[config.mk]
export PLATFORM = sky130hd
export DESIGN_NAME = multi_blinker_flat
export DESIGN_NICKNAME = d
export VERILOG_FILES = /design/src/rtl/blinker_pkg.sv /design/src/rtl/multi_blinker_if.sv /design/src/rtl/blinker_channel.sv /design/src/rtl/multi_blinker.sv /design/src/flat_wrapper.sv
export SDC_FILE = /design/constraint.sdc
export NUM_CORES = 1
export LEC_CHECK = 0
export BUFFER_PORTS_ARGS = -buffer_cell sky130_fd_sc_hd__buf_2
export CAP_MARGIN = 20
export CORE_ASPECT_RATIO = 1.4
export CORE_UTILIZATION = 40
export DETAILED_ROUTE_END_ITERATION = 10
export GPL_ROUTABILITY_DRIVEN = 0
export GPL_TIMING_DRIVEN = 1
export MAX_ROUTING_LAYER = met4
export PLACE_DENSITY = 0.58
export SYNTH_ARGS = -nofsm -noshare
export SYNTH_HDL_FRONTEND = slang
export SYNTH_SLANG_ARGS = --single-unit
[constraint.sdc]
create_clock -name clk -period 3.2 [get_ports clk]
set_clock_uncertainty 0.15 [all_clocks]
set_input_delay 0 -clock clk [delete_from_list [all_inputs] [get_ports clk]]
set_output_delay 0 -clock clk [all_outputs]
set_load 0.01 [all_outputs]
[src/rtl/blinker_pkg.sv]
// Shared definitions for the multi-channel LED blinker: mode encodings, LFSR defaults and step function.
// Pure declarations, no logic of its own.
package blinker_pkg;

  localparam logic MODE_FIXED  = 1'b0;
  localparam logic MODE_RANDOM = 1'b1;

  localparam int              DEF_LFSR_W    = 16;
  localparam logic [15:0]     DEF_LFSR_TAPS = 16'hB400;
  localparam logic [15:0]     DEF_LFSR_SEED = 16'hACE1;

  // Widest LFSR the step helper handles; callers zero-extend and truncate.
  localparam int LFSR_MAX_W = 32;

  typedef enum logic {
    CH_ARM,
    CH_RUN
  } ch_state_e;

  function automatic logic [LFSR_MAX_W-1:0] lfsr_step(
    input logic [LFSR_MAX_W-1:0] s,
    input logic [LFSR_MAX_W-1:0] taps
  );
    return s[0] ? ((s >> 1) ^ taps) : (s >> 1);
  endfunction

endpackage

[src/rtl/multi_blinker_if.sv]
// Control/status bundle between the board-level controller and the blinker.
// Level signals only; no handshake, the blinker samples every cycle.
interface multi_blinker_if #(
  parameter int N_CH   = 3,
  parameter int CNT_W  = 8,
  parameter int LFSR_W = 16
);
  logic                    en;
  logic                    restart;
  logic [N_CH-1:0]         mode;
  logic [N_CH*CNT_W-1:0]   interval;
  logic [N_CH-1:0]         led;
  logic [LFSR_W-1:0]       lfsr_q;

  modport master (
    output en, restart, mode, interval,
    input  led, lfsr_q
  );

  modport slave (
    input  en, restart, mode, interval,
    output led, lfsr_q
  );
endinterface

[src/rtl/blinker_channel.sv]
// One blinker channel: ARM/RUN period counter plus pulse stretcher; led registered, high from the blink edge.
// Latency: first blink 1+tgt cycles after entering ARM; backpressure: none, en=0 freezes state.
module blinker_channel
  import blinker_pkg::*;
#(
  parameter int CNT_W     = 8,
  parameter int PULSE_LEN = 1
) (
  input  logic             clk,
  input  logic             rst_n,
  input  logic             en,
  input  logic             restart,
  input  logic [CNT_W-1:0] sample,
  output logic             led
);

  localparam int ST_W = (PULSE_LEN < 1) ? 1 : $clog2(PULSE_LEN + 1);

  logic [CNT_W-1:0] cnt;
  logic [CNT_W-1:0] tgt;
  logic [ST_W-1:0]  stretch;
  logic [ST_W-1:0]  stretch_nxt;
  ch_state_e        st;
  logic             blink;

  // A zero target is the ARM state; no separate state register is needed.
  assign st    = (tgt == '0) ? CH_ARM : CH_RUN;
  assign blink = (st == CH_RUN) && (cnt == tgt - 1'b1);

  always_comb begin
    stretch_nxt = stretch;
    if (blink) begin
      stretch_nxt = ST_W'(PULSE_LEN);
    end else if (stretch != '0) begin
      stretch_nxt = stretch - 1'b1;
    end
  end

  always_ff @(posedge clk or negedge rst_n) begin
    if (!rst_n) begin
      cnt     <= '0;
      tgt     <= '0;
      stretch <= '0;
      led     <= 1'b0;
    end else if (restart) begin
      cnt     <= '0;
      tgt     <= '0;
      stretch <= '0;
      led     <= 1'b0;
    end else if (!en) begin
      led <= 1'b0;
    end else begin
      case (st)
        CH_ARM: begin
          tgt <= sample;
          cnt <= '0;
        end
        CH_RUN: begin
          if (blink) begin
            cnt <= '0;
            tgt <= sample;
          end else begin
            cnt <= cnt + 1'b1;
          end
        end
        default: begin
          cnt <= '0;
          tgt <= '0;
        end
      endcase
      stretch <= stretch_nxt;
      led     <= (stretch_nxt != '0);
    end
  end

endmodule

[src/rtl/multi_blinker.sv]
// N-channel LED blinker with fixed or LFSR-driven random intervals and stretchable pulses.
// Latency: led registered, blink visible the cycle after its edge; backpressure: none.
module multi_blinker
  import blinker_pkg::*;
#(
  parameter int                N_CH      = 3,
  parameter int                CNT_W     = 8,
  parameter int                LFSR_W    = DEF_LFSR_W,
  parameter logic [LFSR_W-1:0] LFSR_TAPS = DEF_LFSR_TAPS,
  parameter logic [LFSR_W-1:0] LFSR_SEED = DEF_LFSR_SEED,
  parameter int                RAND_MIN  = 4,
  parameter int                PULSE_LEN = 1
) (
  input  logic           clk,
  input  logic           rstbtn_n,
  multi_blinker_if.slave bus
);

  // An all-zero seed would lock the LFSR, so it is replaced by 1.
  localparam logic [LFSR_W-1:0] SEED_EFF = (LFSR_SEED == '0) ? LFSR_W'(1) : LFSR_SEED;

  logic [LFSR_W-1:0] lfsr;
  logic [N_CH-1:0]   led_w;

  always_ff @(posedge clk or negedge rstbtn_n) begin
    if (!rstbtn_n) begin
      lfsr <= SEED_EFF;
    end else if (lfsr == '0) begin
      lfsr <= SEED_EFF;
    end else if (bus.en) begin
      lfsr <= LFSR_W'(lfsr_step(LFSR_MAX_W'(lfsr), LFSR_MAX_W'(LFSR_TAPS)));
    end
  end

  assign bus.lfsr_q = lfsr;
  assign bus.led    = led_w;

  for (genvar i = 0; i < N_CH; i++) begin : g_ch
    localparam int ROT = i % LFSR_W;

    logic [CNT_W-1:0] rnd;
    logic [CNT_W-1:0] rnd_clamped;
    logic [CNT_W-1:0] sample;

    // Each channel sees the shared LFSR rotated by its index so channels decorrelate.
    assign rnd         = CNT_W'((lfsr << ROT) | (lfsr >> (LFSR_W - ROT)));
    assign rnd_clamped = (rnd < CNT_W'(RAND_MIN)) ? CNT_W'(RAND_MIN) : rnd;
    assign sample      = (bus.mode[i] == MODE_FIXED) ? bus.interval[i*CNT_W +: CNT_W]
                                                     : rnd_clamped;

    blinker_channel #(
      .CNT_W     (CNT_W),
      .PULSE_LEN (PULSE_LEN)
    ) u_ch (
      .clk     (clk),
      .rst_n   (rstbtn_n),
      .en      (bus.en),
      .restart (bus.restart),
      .sample  (sample),
      .led     (led_w[i])
    );
  end

endmodule

[src/flat_wrapper.sv]
// flat-port wrapper written by rule: the top's interface ports become plain ports
module multi_blinker_flat import blinker_pkg::*;
#(
  parameter int                N_CH      = 3,
  parameter int                CNT_W     = 8,
  parameter int                LFSR_W    = DEF_LFSR_W,
  parameter logic [LFSR_W-1:0] LFSR_TAPS = DEF_LFSR_TAPS,
  parameter logic [LFSR_W-1:0] LFSR_SEED = DEF_LFSR_SEED,
  parameter int                RAND_MIN  = 4,
  parameter int                PULSE_LEN = 1
)
  (clk, rstbtn_n, bus_en, bus_restart, bus_mode, bus_interval, bus_led, bus_lfsr_q);
  multi_blinker_if #(.N_CH(N_CH), .CNT_W(CNT_W), .LFSR_W(LFSR_W)) bus_i ();
  input  logic clk;
  input  logic rstbtn_n;
  input wire logic [$bits(bus_i.en)-1:0] bus_en;
  input wire logic [$bits(bus_i.restart)-1:0] bus_restart;
  input wire logic [$bits(bus_i.mode)-1:0] bus_mode;
  input wire logic [$bits(bus_i.interval)-1:0] bus_interval;
  output wire logic [$bits(bus_i.led)-1:0] bus_led;
  output wire logic [$bits(bus_i.lfsr_q)-1:0] bus_lfsr_q;
  assign bus_i.en = bus_en;
  assign bus_i.restart = bus_restart;
  assign bus_i.mode = bus_mode;
  assign bus_i.interval = bus_interval;
  assign bus_led = bus_i.led;
  assign bus_lfsr_q = bus_i.lfsr_q;
  multi_blinker #(.N_CH(N_CH), .CNT_W(CNT_W), .LFSR_W(LFSR_W), .LFSR_TAPS(LFSR_TAPS), .LFSR_SEED(LFSR_SEED), .RAND_MIN(RAND_MIN), .PULSE_LEN(PULSE_LEN)) u_core (.clk(clk), .rstbtn_n(rstbtn_n), .bus(bus_i));
endmodule
== Word-level counts from Yosys, hierarchy flattened ==
Index checks and enable logic that the tools add are counted.
Storage, ports and cells
  word-level logic and storage cells: 100
  input port bits: 31
  register bits after elaboration: 70
  bits in latches: 0
  memories: 0
  memory bits (read-only): 0
  output and inout port bits: 19
  RAM bits: 0
Operators by class
  multiply operators: 0
  multiplexer cells: 54
  $lt $le $gt $ge: 3
  div/mod/pow operators: 0
  eq/ne operators: 6
  add/subtract/negate cells: 9
  bitwise logic cells: 3
  reduce and logical (&&, ||, !) cells: 12
  shifts and indexed selects: 0
Operator list (count)
  8-bit two-way mux: 24
  8-bit one-hot mux with 2 select lines: 6
  16-bit two-way mux: 3
  8-bit by 1-bit adder with 8-bit output (second input constant): 3
  8-bit equality test: 3
  8-bit logical NOT: 3
  8-bit by 3-bit less-than comparator with 1-bit output (second input constant): 3
  8-bit by 1-bit subtractor with 8-bit output (second input constant): 3
  1-bit two-way mux: 21
  16-bit logical NOT: 1
  3-bit by 2-bit inequality test with 1-bit output (second input constant): 3
  8-bit by 1-bit bitwise OR with 8-bit output: 1
  8-bit by 2-bit bitwise OR with 8-bit output: 1
  2-bit AND reduction: 3
  3-bit NOT with 4-bit output: 1
  2-bit nonzero test: 2
  1-bit logical AND: 3
  1-bit subtractor (second input constant): 3

== Depth between registers and ports, before layout ==
  word-level depth: 8
  mapped depth: 11
  mapped depth without buffers: 9

== Cells and area by module ==
A second synthesis with hierarchy kept.
Unflattened totals
  cells, all modules: 476
  area, all modules: 4550.6 sq um
By module, submodules not included
  blinker_channel (u_core.g_ch[0].u_ch ...): cells each 134, sequential area each 425.4 sq um, area an instance 1197.4 sq um, instances 2
  blinker_channel (u_core.g_ch[1].u_ch): cells each 110, sequential area each 425.4 sq um, area an instance 1097.3 sq um, instances 1
  multi_blinker: cells each 98, sequential area each 410.4 sq um, area an instance 1058.5 sq um, instances 1

== Worst setup path after synthesis ==
No wires, ideal clock.
  kind: reg-to-reg
  from: register u_core.g_ch[1].u_ch.tgt[0]
  to: register u_core.g_ch[1].u_ch.cnt[0]
  arrival: 2.159 ns
  clock period less this slack: 2.429 ns
  data required time: 2.930 ns
  stages on the path, launching flop included: 12
  buffers on the path: 2
  library setup time: 0.120 ns
  setup slack: 0.771 ns
  path through: dfrtp_1 inv_1 ha_1 and3_1 nor3_1 a211oi_1 a41oi_1 a2111o_1 buf_2 and2_1 buf_6 a31o_2
Between the ends
  word-level cells in the longest chain between the ends: 7
  elaborated cells on any way between the ends: 9
  those cells by class: add/sub: 1; eq/ne: 1; mux: 5; reduce/logical: 2
RTL lines
  from (decl): line blinker_channel.sv:20  | logic [CNT_W-1:0] tgt;
  from (signal assigned): line blinker_channel.sv:55  | tgt <= sample;
  from (signal assigned): line blinker_channel.sv:61  | tgt <= sample;
  8-bit by 1-bit subtractor with 8-bit output or 8-bit logical NOT (tied branches): line blinker_channel.sv:28, blinker_channel.sv:27
  8-bit equality test or 1-bit two-way mux (tied branches): line blinker_channel.sv:28, blinker_channel.sv:27
  1-bit logical AND: line blinker_channel.sv:28  | assign blink = (st == CH_RUN) && (cnt == tgt - 1'b1);
  8-bit two-way mux: line blinker_channel.sv:59  | if (blink) begin
  8-bit one-hot mux with 2 select lines (*): line blinker_channel.sv:53  | case (st)
  8-bit two-way mux (*): line blinker_channel.sv:50  | end else if (!en) begin
  8-bit two-way mux (*): line blinker_channel.sv:45  | end else if (restart) begin
  to (signal assigned): line blinker_channel.sv:63  | cnt <= cnt + 1'b1;
  to (decl): line blinker_channel.sv:19  | logic [CNT_W-1:0] cnt;
Every way passes the cells marked *; elsewhere a longest branch is shown, timed or not. The select of a mux whose other input is x is not followed.
A chain may end at the register's enable or synchronous reset.

== Worst setup path after layout ==
  from: register u_core.g_ch[0].u_ch.tgt[2]
  to: register u_core.g_ch[0].u_ch.tgt[0]
Between the ends
  word-level cells in the longest chain between the ends: 5
  elaborated cells on any way between the ends: 10
  those cells by class: add/sub: 1; eq/ne: 2; mux: 4; reduce/logical: 3
RTL lines (line)
  from (decl): blinker_channel.sv:20
  from (signal assigned): blinker_channel.sv:55
  from (signal assigned): blinker_channel.sv:61
  8-bit by 1-bit subtractor with 8-bit output or 8-bit logical NOT (tied branches): blinker_channel.sv:28, blinker_channel.sv:27
  8-bit equality test or 1-bit two-way mux (tied branches): blinker_channel.sv:28, blinker_channel.sv:27
  1-bit logical AND or 8-bit one-hot mux with 2 select lines (tied branches): blinker_channel.sv:28, blinker_channel.sv:53
  3-bit by 2-bit inequality test with 1-bit output (no source line) or 8-bit two-way mux (tied branches)
  2-bit AND reduction (no source line) or 8-bit two-way mux (tied branches)
Several ways; a longest one is shown, not always the timed one. The select of a mux whose other input is x is not followed.

==> metrics.md <==
| Metric | Value |
|---|---|
| Status | `finished, final reports clean` |
| Die Wd | `88.6 µm` |
| Min cycle time layout | `slightly below 3 ns` |
| First drt pass iteration count | `5` |
| Starting Density | `41.7%` |
| Slowest CP cell | `or4_4` |
| CTS tree | `yes` |
| Pins over their slew limit | `0` |
| Total power | `around 0.0048 W` |
| CP peak stage delay | `approximately 0.57 ns` |
| Die ar. | `roughly 11000 µm²` |
| Max H-tree Level | `3` |
| Pwr dens | `roughly 950 nW/µm²` |
| Top post-synthesis cells by area | `dfrtp_1 (35%), xnor2_1 (5.8%), dfstp_2 (5.0%)` |
| Slew Limit Headroom | `between 40% and 50%` |
| Worst Path Max Fanout | `8` |
| Routed WL per cell | `17.0 µm` |
| Worst path top cell family by delay | `simple AND/OR/NAND/NOR gates` |
| First-pass GRT wire length | `~18000 µm` |
| Top FF cell, synth | `dfrtp_1` |
| Final Hold Fails | `0` |
| Setup crit end | `u_core.g_ch[0].u_ch.tgt[0]` |
| Yosys reg bits | `67` |
| Mean Syn Cell Area | `roughly 9.7 µm²` |
| Synthesized area | `~4200 µm²` |
| Fmax | `around 0.34 GHz` |
| DRT Wirelength | `10900 µm` |
| Synth unique cells | `67` |
| Ys Warns | `0` |
| Leading area contributor after synthesis | `dfrtp_1` |
| Antenna violations before repair | `0` |
| Post-Synth Adder-Cell Area | `between 2 and 3%` |
| WS Path Type | `flop to flop` |
| First DRT Iteration DRCs | `about 190` |
| DRC Markers | `0` |
| Synth async-reset ratio | `100%` |
| I/O Buffers | `49` |
| Syn Nets | `roughly 480` |
| Post-synth top cells | `dfrtp_1 (59), nand2_1 (38), xnor2_1 (28)` |
| Die height | `about 120 µm` |
| NumNets Final | `540` |
| Vias in the first global route | `approximately 3600` |
| CTS sink count | `67` |
| Crit path cell chain | `or4_4 > nor4_2 > xnor2_1 > a211o_4 > o21ai_4 > nand3_1 > dlygate4sd3_1 > a21oi_1` |
| Critical Path Source | `u_core.g_ch[0].u_ch.tgt[2]` |
| Core Rows | `between 40 and 50` |
| I/O pin cnt | `50` |
| Worst setup SP type | `flop` |
| Clock buffer count from CTS | `9` |
| Synthesized instance count | `435` |
| FF-to-FF setup slack | `0.25 ns` |
| Post-Synth XOR/XNOR Area | `slightly below 9%` |
| Place WS | `0.562 ns` |
| Pin count of the biggest net entering global routing | `68` |
| Fin worst setup slack | `0.248 ns` |
| Reg-to-Reg End | `u_core.g_ch[0].u_ch.tgt[0]` |
| Total GRT Usage | `between 20% and 30%` |
| Final period util | `between 90% and 100%` |
| Unrepaired setup endpoints after global routing | `false` |
| Layout cell share with drive strength beyond 1 | `approximately a fifth` |
| HPWL after DPL | `7350 µm` |
| # Post-CTS Setup Buffers | `0` |
| Total grt overflow | `0` |
| Synth Area in Simple Gates | `between 10% and 20%` |
| WP depth | `8` |
| Register-to-Register Path Depth | `8` |
| Clock Tree Buf Depth | `2` |
| Post-synth EDFFs | `0` |
| Worst reg2reg startpoint | `u_core.g_ch[0].u_ch.tgt[2]` |
| Synth Area in Compound Gates | `between 10% and 20%` |
| Routed vias | `between 3000 and 4000` |
| Core area | `approximately 10000 µm²` |
| Clk_lat worst skew | `around 0.33 ns` |
| Mux cell area share after synthesis | `under 10%` |
| Setup_tns | `0 ns` |
| Vias per cell | `between 5 and 6` |
| Slew @ Worst Pin | `between 0.8 and 0.9 ns` |
| Lkg Pwr | `2.18 nW` |
| Crit path arrival time | `slightly above 3 ns` |
| Remaining antenna violation count | `0` |
| Req. time, crit path | `approximately 3.3 ns` |
| HP Class | `input pin to flop` |
| Area share of the largest cell type after synthesis | `35.2%` |
| Largest family of logic cells by synthesized area | `simple AND/OR/NAND/NOR gates` |
| Count leader, synth | `dfrtp_1` |
| Max VDD drop | `about 520 µV` |
| Worst-path clk slew | `0.05 ns` |
| Sequential area share after synthesis | `40.2%` |
| Maxcap violations | `0` |
| Buf/Inv on CP | `1` |
| Ant diodes | `0` |
| Crit. End Element | `flop` |
| Final setup vio count | `0` |
| Area growth from synthesis to layout | `21.1%` |
| Root Buffer | `clkbuf_16` |
## metal layers
| metal | wire length [µm] | track usage (%) | share of wire (%) |
|---|---|---|---|
| met5 | 0 | - | 0 |
| met4 | 228 | 8.77 | 2.1 |
| met3 | 380 | 3.34 | 3.5 |
| met2 | 5300 | 36.4 | 49 |
| met1 | 4950 | 28.6 | 46 |
## through the flow
stage               area [µm²]  utilization, %  cells  hold WS (ns)
floorplan                 4200               -    435        -0.446
global placement          4530            45.0    598         0.109
detailed placement        4530            45.0    598         0.116
CTS                       5080            50.5    640       0.00266
global route              5080            50.5    640        0.0307
finish                    5080            50.5    640        0.0111
## cells by family after synthesis
| family | after synthesis |
|---|---|
| simple gates | 152 |
| buf+inv | 40 |
| fa+ha+maj | 9 |
| compound gates | 93 |
| xor+xnor | 42 |
| flops | 67 |
| mux | 32 |
## cell usage in the layout (no fill, tap or decap), types with 18 or more instances in the layout
cell	netlist	final
dfrtp_1	59	59
buf_2	2	49
nand2_1	38	38
xnor2_1	28	28
dlygate4sd3_1	0	26
nor2_1	23	23
nor3_1	19	19
a21oi_1	19	19
nand3_1	18	18
mux2i_1	18	18
## flip-flops by register name, summed over array words and instances (netlist names)
signal / flops
u_core.g_ch.u_ch.led: 3
u_core.bus.lfsr_q: 16
u_core.g_ch.u_ch.cnt: 24
u_core.g_ch.u_ch.tgt: 24
## worst min path at each step
stage	cells after the start	endpoint	startpoint
after global routing	3	u_core.g_ch[2].u_ch.tgt[7]	bus_mode[2]
after CTS	3	u_core.g_ch[2].u_ch.tgt[7]	bus_mode[2]
after floorplan	0	u_core.bus.lfsr_q[12]	rstbtn_n
after global placement	2	u_core.g_ch[1].u_ch.cnt[7]	rstbtn_n
after detailed placement	2	u_core.g_ch[1].u_ch.cnt[7]	rstbtn_n
final	3	u_core.g_ch[2].u_ch.tgt[7]	bus_mode[2]
## cell type report
class	instances	area [µm²]
Fill cell	957	4980
Multi-Input combinational cell	328	2340
Sequential cell	67	1690
Timing Repair Buffer	79	536
Clock buffer	12	246
Tap cell	135	169
Inverter	15	56.3
Clock inverter	4	50.0
## worst reg2reg max path: stages (launching register included)
cell	delay, ns
dfrtp_1	0.42
or4_4	0.57
nor4_2	0.18
xnor2_1	0.11
a211o_4	0.32
o21ai_4	0.30
nand3_1	0.11
dlygate4sd3_1	0.57
a21oi_1	0.14
## power by group
group	total (W)	internal, W	leakage, nW	switching, W
combinational	0.00229	0.00105	1.17	0.00124
sequential	0.00157	0.00114	0.873	0.000429
clock	0.000986	0.000623	0.139	0.000363
## what timing repair did
| action | CTS | global route |
|---|---|---|
| gates resized for setup | 0 | 0 |
| hold endpoints to repair | 80 | 0 |
| hold buffers | 26 | 0 |
(Power assumes the default switching activity.)
